==> config.mk <==
export PLATFORM = sky130hd
export DESIGN_NAME = axi_vdma_write_burst_gen_flat
export DESIGN_NICKNAME = d
export VERILOG_FILES = /design/src/rtl/axi_vdma_write_burst_gen_pkg.sv /design/src/rtl/axi_vdma_write_burst_gen_if.sv /design/src/rtl/axi_vdma_write_burst_gen.sv /design/src/flat_wrapper.sv
export SDC_FILE = /design/constraint.sdc
export NUM_CORES = 1
export LEC_CHECK = 0
export CAP_MARGIN = 15
export CORE_MARGIN = 10
export CORE_UTILIZATION = 23
export CTS_CLUSTER_SIZE = 8
export DETAILED_ROUTE_END_ITERATION = 7
export SKIP_CTS_REPAIR_TIMING = 1
export SLEW_MARGIN = 20
export SYNTH_ARGS = -nofsm -noshare
export SYNTH_HDL_FRONTEND = slang
export SYNTH_SLANG_ARGS = --single-unit
==> constraint.sdc <==
create_clock -name axi_aclk -period 7.9 [get_ports axi_aclk]
set_clock_uncertainty 0.05 [all_clocks]
set_input_delay 1.185 -clock axi_aclk [delete_from_list [all_inputs] [get_ports axi_aclk]]
set_output_delay 1.185 -clock axi_aclk [all_outputs]
set_load 0.1 [all_outputs]
==> src/rtl/axi_vdma_write_burst_gen_pkg.sv <==
// axi_vdma_pkg: definitions shared by the VDMA burst request generators.
//   wburst_state_t      - burst generator FSM states
//   AXI_4K_BYTES        - AXI burst boundary size in bytes
//   DEFAULT_BEAT_BYTES  - default bytes per data beat (AxSIZE 3'b101)
//   burst_len_f         - min(remaining, max_burst, beats left before 4 KB)
package axi_vdma_pkg;

  typedef enum logic [2:0] {
    WB_IDLE,
    WB_CALC,
    WB_WAIT_DATA,
    WB_REQ,
    WB_WAIT_DONE,
    WB_FRAME_DONE
  } wburst_state_t;

  localparam int unsigned AXI_4K_BYTES       = 4096;
  localparam int unsigned DEFAULT_BEAT_BYTES = 32;

  // Length of the next burst. The caller clamps 'remaining' to 13 bits
  // (anything above 4096 beats is longer than any legal burst anyway).
  // addr_lo must already be beat-aligned, so the result is never 0.
  function automatic logic [12:0] burst_len_f(
    input logic [12:0]  remaining,
    input logic [12:0]  max_burst,
    input logic [11:0]  addr_lo,
    input int unsigned  beat_shift
  );
    logic [12:0] to_4k;
    logic [12:0] len;
    to_4k = (13'(AXI_4K_BYTES) - {1'b0, addr_lo}) >> beat_shift;
    len   = remaining;
    if (max_burst < len) len = max_burst;
    if (to_4k < len)     len = to_4k;
    return len;
  endfunction

endpackage

==> src/rtl/axi_vdma_write_burst_gen_if.sv <==
// Burst request handshake between the write burst generator and the
// AXI write state core.
//   write_req - burst request (generator -> core)
//   req_len   - burst length in beats (generator -> core)
//   req_addr  - burst start byte address (generator -> core)
//   req_resp  - core accepted the request (core -> generator)
//   req_done  - core received the B response (core -> generator)
interface axi_vdma_write_burst_gen_if #(
  parameter int LSIZE = 10,
  parameter int ASIZE = 32
) ();

  logic             write_req;
  logic [LSIZE-1:0] req_len;
  logic [ASIZE-1:0] req_addr;
  logic             req_resp;
  logic             req_done;

  modport master (
    output write_req, req_len, req_addr,
    input  req_resp, req_done
  );

  modport slave (
    input  write_req, req_len, req_addr,
    output req_resp, req_done
  );

endinterface

==> src/rtl/axi_vdma_write_burst_gen.sv <==
// Write-path burst request generator for the VDMA.
// Splits one frame-store transfer (base address + beat count) into AXI
// bursts capped at MAX_BURST beats that never cross a 4 KB boundary, and
// issues each burst only once the write data FIFO holds all of its beats.
// Ports:
//   axi_aclk, axi_resetn - clock, asynchronous active-low reset
//   frame_start          - one-cycle pulse starting a transfer (IDLE only)
//   base_addr            - start byte address, sampled on frame_start
//   total_beats          - beats to write, sampled on frame_start
//   fifo_count           - beats currently held in the write data FIFO
//   req_bus              - write_req/req_len/req_addr/req_resp/req_done
//   busy                 - transfer in progress
//   frame_done           - one-cycle pulse at the end of the transfer
module axi_vdma_write_burst_gen
  import axi_vdma_pkg::*;
#(
  parameter int LSIZE      = 10,
  parameter int ASIZE      = 32,
  parameter int CSIZE      = 24,
  parameter int FSIZE      = 11,
  parameter int MAX_BURST  = 256,
  parameter int BEAT_BYTES = DEFAULT_BEAT_BYTES
) (
  input  logic                        axi_aclk,
  input  logic                        axi_resetn,
  input  logic                        frame_start,
  input  logic [ASIZE-1:0]            base_addr,
  input  logic [CSIZE-1:0]            total_beats,
  input  logic [FSIZE-1:0]            fifo_count,
  axi_vdma_write_burst_gen_if.master  req_bus,
  output logic                        busy,
  output logic                        frame_done
);

  localparam int unsigned BEAT_SHIFT = $clog2(BEAT_BYTES);

  wburst_state_t    cstate;
  logic [ASIZE-1:0] addr_q;
  logic [CSIZE-1:0] remaining_q;
  logic [LSIZE-1:0] len_q;
  logic             write_req_q;
  logic             busy_q;
  logic             frame_done_q;

  logic [12:0]      rem_clamp;
  logic [12:0]      calc_len;

  always_comb begin
    rem_clamp = 13'(remaining_q);
    if (32'(remaining_q) > 32'(AXI_4K_BYTES)) rem_clamp = 13'(AXI_4K_BYTES);
    calc_len = burst_len_f(rem_clamp, 13'(MAX_BURST), addr_q[11:0], BEAT_SHIFT);
  end

  // req_addr is the running address register itself; it only advances on
  // the WAIT_DONE exit, so it is stable for the whole request/response.
  always_ff @(posedge axi_aclk or negedge axi_resetn) begin
    if (!axi_resetn) begin
      cstate       <= WB_IDLE;
      addr_q       <= '0;
      remaining_q  <= '0;
      len_q        <= '0;
      write_req_q  <= 1'b0;
      busy_q       <= 1'b0;
      frame_done_q <= 1'b0;
    end else begin
      frame_done_q <= 1'b0;
      case (cstate)
        WB_IDLE: begin
          if (frame_start) begin
            addr_q      <= base_addr & ~ASIZE'(BEAT_BYTES - 1);
            remaining_q <= total_beats;
            busy_q      <= 1'b1;
            cstate      <= (total_beats == '0) ? WB_FRAME_DONE : WB_CALC;
          end
        end
        WB_CALC: begin
          len_q  <= LSIZE'(calc_len);
          cstate <= WB_WAIT_DATA;
        end
        WB_WAIT_DATA: begin
          if (32'(fifo_count) >= 32'(len_q)) begin
            write_req_q <= 1'b1;
            cstate      <= WB_REQ;
          end
        end
        WB_REQ: begin
          if (req_bus.req_resp) begin
            write_req_q <= 1'b0;
            cstate      <= WB_WAIT_DONE;
          end
        end
        WB_WAIT_DONE: begin
          if (req_bus.req_done) begin
            addr_q      <= addr_q + (ASIZE'(len_q) << BEAT_SHIFT);
            remaining_q <= remaining_q - CSIZE'(len_q);
            cstate      <= (remaining_q == CSIZE'(len_q)) ? WB_FRAME_DONE : WB_CALC;
          end
        end
        WB_FRAME_DONE: begin
          frame_done_q <= 1'b1;
          busy_q       <= 1'b0;
          cstate       <= WB_IDLE;
        end
        default: cstate <= WB_IDLE;
      endcase
    end
  end

  assign req_bus.write_req = write_req_q;
  assign req_bus.req_len   = len_q;
  assign req_bus.req_addr  = addr_q;
  assign busy              = busy_q;
  assign frame_done        = frame_done_q;

endmodule

==> src/flat_wrapper.sv <==
// flat-port wrapper written by rule: the top's interface ports become plain ports
module axi_vdma_write_burst_gen_flat import axi_vdma_pkg::*;
#(
  parameter int LSIZE      = 10,
  parameter int ASIZE      = 32,
  parameter int CSIZE      = 24,
  parameter int FSIZE      = 11,
  parameter int MAX_BURST  = 256,
  parameter int BEAT_BYTES = DEFAULT_BEAT_BYTES
)
  (axi_aclk, axi_resetn, frame_start, base_addr, total_beats, fifo_count, busy, frame_done, req_bus_write_req, req_bus_req_len, req_bus_req_addr, req_bus_req_resp, req_bus_req_done);
  axi_vdma_write_burst_gen_if #(.LSIZE(LSIZE), .ASIZE(ASIZE)) req_bus_i ();
  input  logic axi_aclk;
  input  logic axi_resetn;
  input  logic frame_start;
  input  logic [ASIZE-1:0] base_addr;
  input  logic [CSIZE-1:0] total_beats;
  input  logic [FSIZE-1:0] fifo_count;
  output logic busy;
  output logic frame_done;
  output wire logic [$bits(req_bus_i.write_req)-1:0] req_bus_write_req;
  output wire logic [$bits(req_bus_i.req_len)-1:0] req_bus_req_len;
  output wire logic [$bits(req_bus_i.req_addr)-1:0] req_bus_req_addr;
  input wire logic [$bits(req_bus_i.req_resp)-1:0] req_bus_req_resp;
  input wire logic [$bits(req_bus_i.req_done)-1:0] req_bus_req_done;
  assign req_bus_write_req = req_bus_i.write_req;
  assign req_bus_req_len = req_bus_i.req_len;
  assign req_bus_req_addr = req_bus_i.req_addr;
  assign req_bus_i.req_resp = req_bus_req_resp;
  assign req_bus_i.req_done = req_bus_req_done;
  axi_vdma_write_burst_gen #(.LSIZE(LSIZE), .ASIZE(ASIZE), .CSIZE(CSIZE), .FSIZE(FSIZE), .MAX_BURST(MAX_BURST), .BEAT_BYTES(BEAT_BYTES)) u_core (.axi_aclk(axi_aclk), .axi_resetn(axi_resetn), .frame_start(frame_start), .base_addr(base_addr), .total_beats(total_beats), .fifo_count(fifo_count), .req_bus(req_bus_i), .busy(busy), .frame_done(frame_done));
endmodule
==> out/metrics.yaml <==
startpoint_type: "flip-flop"
tns_ps: 0
first_pass_iters: 5
critPathKind: "reg -> reg"
fillers: 2343
syn_avg_cell_area_um2: 8.37
drv_cap: 0
synth_compound_area_share_pct: 25.7
tightest_slew_ps: 1010
synth-simple-area-share_pct: 22.8
synth_area_um2: 5110
synthTopCellsByCount: "nand2_1, dfrtp_1, a21oi_1"
power_density_nw_per_um2: 472
portBuffers: 106
timing.final.hold_violations: 0
status: "completed"
hold_path_class: "reg -> reg"
cp_slowest_stage_delay_ps: 570
cp_data_required_time_ps: 8050
grt_pass1_wl_um: 28100
antenna_left: 0
slew_headroom_pct: 32.5
cts_num_sinks: 67
seqCellArea_um2: 1680
cp-end-kind: "flip-flop"
fp.dieH_um: 169
multi_input_area_um2: 3240
fp-row-count: 54
clock-root-buffer: "clkbuf_16"
viasPerCell: 5.09
crit_end: "u_core.req_bus.req_len[6]$_DFFE_PN0P_"
io_pins: 117
via_count: 5038
fin_crit_sh_pct: 47.1
synth_cells: 611
grt_max_degree: 68
pre_cts_ws_ps: 3800
fmax_ghz: 0.269
synth_top_area_cell: "dfrtp_1"
crit_start: "u_core.remaining_q[16]$_DFFE_PN0P_"
dp.final_hpwl_um: 13200
start_util_pct: 23.4
p_leak_nw: 2.67
synth_seq_cells: 67
async_reset_ff_share_pct: 100
clk_latency_ps: 340
rsz0062_at_grt: "no"
cts_buffers: 9
synth_top_area_share_pct: 32.8
layout-drive-gt1-share_pct: 4.37
cp_slowest_cell: "or4_4"
grt_pass1_vias: 4924
yosysMostFrequentCell: "nand2_1"
globalRouteOverflowTotal: 0
setup_viol: 0
seq_area_frac_synth_pct: 32.8
min_period_ps: 3720
antenna_found_initial: 1
synth_top_cells_by_area: "dfrtp_1, ha_1, nand2_1, a21oi_1, a211oi_1"
synth_top_family_by_area: "compound AO/OA/AOI/OAI gates"
drt_iter0_markers: 347
crit_arrival_ps: 3870
design.die.area_um2: 28600
ir_drop_v: 0.000353
areaGrowthSynthToFinish_pct: 32.0
fin_nets: 817
worstHoldStart: "u_core.remaining_q[22]$_DFFE_PN0P_"
htreeDepth: 3
cts_tree: "done"
place_congestion: 0.823
synthAdderAreaFrac_pct: 10.3
clockBufferDepth: 2
clkTransAtPathRegs_ps: 60
drc: 0
r2r_cells: 11
finalMaxSlewViolations: 0
synth_edf_count: 0
critical_path_peak_fanout: 8
track_usage_pct: 12.3
coreArea_um2: 21800
synth_top_flop_cell: "dfrtp_1"
r2r-start: "u_core.remaining_q[16]$_DFFE_PN0P_"
synthMuxAreaShare_pct: 1.98
regToRegSetupSlack_ps: 4180
die_w_um: 169
ys_warn_count: 0
r2r-end: "u_core.req_bus.req_len[6]$_DFFE_PN0P_"
path_cells: "or4_4 -> and4bb_1 -> and4_1 -> nand2_1 -> ha_1 -> a21o_1 -> a21oi_1 -> o22ai_1 -> o221ai_4 -> mux2i_1 -> o21ai_1"
n_antenna_cell: 0
layout_setup_ws_ps: 4180
yosysUniqueCellTypes: 61
routedWlPerCell_um: 17.9
synthXorXnorAreaFrac_pct: 1.88
routed_wl_um: 17700
## cell families after synthesis
group,after synthesis
xor+xnor,11
flops,67
buf+inv,52
simple gates,233
compound gates,196
mux,10
fa+ha+maj,41
other cells,1
## state kept, by name, summed over array words and instances (netlist names)
name                      count
u_core.req_bus.write_req      1
u_core.req_bus.req_addr      27
u_core.frame_done             1
u_core.busy                   1
u_core.cstate                 3
u_core.req_bus.req_len       10
u_core.remaining_q           24
## stage by stage
stage	power (mW)	area (um2)	hold WS [ps]	instances	util [%]
after CTS	3.20	6750	459	989	30.9
after global routing	3.43	6750	492	989	30.9
after global placement	2.73	6430	436	973	29.5
after detailed placement	2.75	6430	450	973	29.5
final	3.19	6750	465	989	30.9
after floorplan	2.23	5130	409	615	-
## cell type report
cell class	instances	share of cell area, %
Multi-Input combinational cell	496	48.0
Inverter	19	1.06
Sequential cell	67	24.8
Tap cell	280	5.19
Clock inverter	6	1.34
Clock buffer	10	3.39
Timing Repair Buffer	111	16.2
## critical path: cells and delay by family (launching register included)
| family | cells | cell delay [ps] |
|---|---|---|
| multiplexers | 1 | 270 |
| AO/OA/AOI/OAI | 5 | 950 |
| AND/OR/NAND/NOR | 4 | 1590 |
| adder cells (fa/ha/maj) | 1 | 300 |
| flip-flops | 1 | 400 |
## where the power goes
part / internal, mW / total (mW) / switching, mW
registers: 0.503 / 0.723 / 0.221
logic: 0.639 / 2.02 / 1.38
clock network: 0.277 / 0.440 / 0.163
total: 1.42 / 3.19 / 1.77
## placed cells by master, fill, tap and decap left out, drive strengths merged, types with 5 or more instances in the layout
master / synthesis / final
a21o: 8 / 8
xnor2: 6 / 6
and3: 13 / 13
xor2: 5 / 5
o211ai: 10 / 10
o21a: 10 / 10
clkbuf: 20 / 10
a21oi: 45 / 45
nand3: 17 / 17
and4: 6 / 6
o22a: 8 / 8
conb: 1 / 5
o22ai: 7 / 7
o21ai: 40 / 40
nor2b: 8 / 8
or3: 14 / 14
a31oi: 12 / 12
nand4: 8 / 8
buf: 13 / 6
a211oi: 24 / 24
mux2i: 9 / 9
nand2: 69 / 69
nor4: 11 / 11
clkdlybuf4s50: 0 / 105
ha: 39 / 39
inv: 19 / 19
a311oi: 6 / 6
nor2: 42 / 42
nor3: 26 / 26
and2: 5 / 5
dfrtp: 67 / 67
## worst min path at each step
stage | depth (start not counted) | slack, ps | end
finish | 1 | 470 | u_core.remaining_q[22]$_DFFE_PN0P_
global route | 1 | 490 | u_core.remaining_q[22]$_DFFE_PN0P_
CTS | 1 | 460 | u_core.remaining_q[22]$_DFFE_PN0P_
detailed placement | 1 | 450 | u_core.remaining_q[22]$_DFFE_PN0P_
floorplan | 1 | 410 | u_core.remaining_q[22]$_DFFE_PN0P_
global placement | 1 | 440 | u_core.remaining_q[22]$_DFFE_PN0P_
## per-layer routing
layer | vias to the layer above | track usage (%) | share of wire (%)
met5 | - | 0 | 0.074
met4 | 2 | 2.55 | 0.96
met3 | 14 | 3.52 | 6.4
met2 | 127 | 19.0 | 46
met1 | 2396 | 16.6 | 47
li1 | 2499 | - | -
Power figures use the tool's default switching activity.
==> patch (config.mk and constraints unchanged) <==
`FSIZE` is set to 11 in 2 places; all go to 22.
--- a/src/rtl/axi_vdma_write_burst_gen.sv
+++ b/src/rtl/axi_vdma_write_burst_gen.sv
@@ -18,5 +18,5 @@
   parameter int ASIZE      = 32,
   parameter int CSIZE      = 24,
-  parameter int FSIZE      = 11,
+  parameter int FSIZE      = 22,
   parameter int MAX_BURST  = 256,
   parameter int BEAT_BYTES = DEFAULT_BEAT_BYTES
--- a/src/flat_wrapper.sv
+++ b/src/flat_wrapper.sv
@@ -5,5 +5,5 @@
   parameter int ASIZE      = 32,
   parameter int CSIZE      = 24,
-  parameter int FSIZE      = 11,
+  parameter int FSIZE      = 22,
   parameter int MAX_BURST  = 256,
   parameter int BEAT_BYTES = DEFAULT_BEAT_BYTES
Ports: changed (resized fifo_count); port bits go from 117 to 128. The function was not compared with the original's and may differ.
==> patch against the original RTL <==
Critical path depth unchanged; setup slack got worse by 0.20 ns; cell area increased by 3.9%; area after synthesis increased by 3.5%; global-route usage increased by 0.44 points; sequential cell count unchanged; clock power decreased by 4.5%; largest cell class unchanged; wire length increased by 5.7%; total power increased by 2.9%.
==> patch: results (changes against the original RTL) <==
timing.hold.ws_ns: 0.450  # was 0.465 ns
worstPathArrival_ns: 4.07  # was 3.87 ns
routed_wl_um: 18700  # was 17,700 µm
min_to: "u_core.req_bus.write_req$_DFFE_PN0P_"  # was u_core.remaining_q[22]$_DFFE_PN0P_
status: "finished, final reports clean"  # unchanged
num-nonclk-buffers: 123  # was 111
grt_pass1_wl_um: 29700  # was 28,100 µm
setup_ws_ns: 3.97  # was 4.18 ns
drt-initial-drc-count: 512  # was 347
synthTopCellsByArea: "dfrtp_1 (32%), ha_1 (9.2%), a21oi_1 (6.6%)"  # was dfrtp_1 (33%), ha_1 (9.5%), nand2_1 (5.1%)
bufAreaShareNonClock: 0.173  # was 0.162
syn-mean-instance-area_um2: 7.97  # was 8.37 µm²
met1_length_um: 8500  # was 8260 µm
multi_input_gates: 534  # was 496
yosysUniqueCellTypes: 59  # was 61
grtUsageMet3: 0.0337  # was 0.0352
grt_usage: 0.127  # was 0.123
met2WireLength_um: 8520  # was 8080 µm
dpl_cell_area_mm2: 0.00671  # was 0.00643 mm²
worstMarginPinSlew_ns: 1.02  # was 1.01 ns
dp_cells: 1035  # was 973
dp_hpwl_um: 13900  # was 13,200 µm
holdCritStartpoint: "u_core.req_bus.write_req$_DFFE_PN0P_"  # was u_core.remaining_q[22]$_DFFE_PN0P_
seq_share: 0.239  # was 0.248
cp-endpoint: "u_core.req_bus.req_len[7]$_DFFE_PN0P_"  # was u_core.req_bus.req_len[6]$_DFFE_PN0P_
regToRegStartpoint: "u_core.remaining_q[20]$_DFFE_PN0P_"  # was u_core.remaining_q[16]$_DFFE_PN0P_
post-place-ws_ns: 3.97  # was 3.80 ns
place_congestion: 0.865  # was 0.823
inv_count: 26  # was 19
grt_use_met1: 0.162  # was 0.166
grt_pass1_vias: 5551  # was 4,924
synth_commonest_cells: "nand2_1 (71), a21oi_1 (70), dfrtp_1 (67)"  # was nand2_1 (69), dfrtp_1 (67), a21oi_1 (45)
[patch: cell types whose count changed after synthesis, sizes merged, moves of 5 or more]
| cell | unedited run | this run |
|---|---|---|
| nand3 | 17 | 43 |
| a21oi | 45 | 70 |
| or3 | 14 | 3 |
| a211oi | 24 | 14 |
| clkbuf | 20 | 30 |
| nor2 | 42 | 52 |
| nor4 | 11 | 19 |
| inv | 19 | 26 |
| or4 | 4 | 11 |
| a311oi | 6 | 1 |
| and4 | 6 | 1 |
| nor3 | 26 | 21 |
[patch: cells by family after synthesis]
kind of cell,share of synthesized area
adder cells (fa/ha/maj),0.0998
XOR/XNOR,0.0199
flip-flops,0.317
AO/OA/AOI/OAI,0.243
other,0.000709
buffers and inverters,0.0515
multiplexers,0.0229
AND/OR/NAND/NOR,0.245
[patch: where the power goes]
group,switching [mW],total [mW],internal (mW)
Combinational,1.46,2.11,0.658
Clock,0.167,0.420,0.253
Sequential,0.241,0.744,0.503
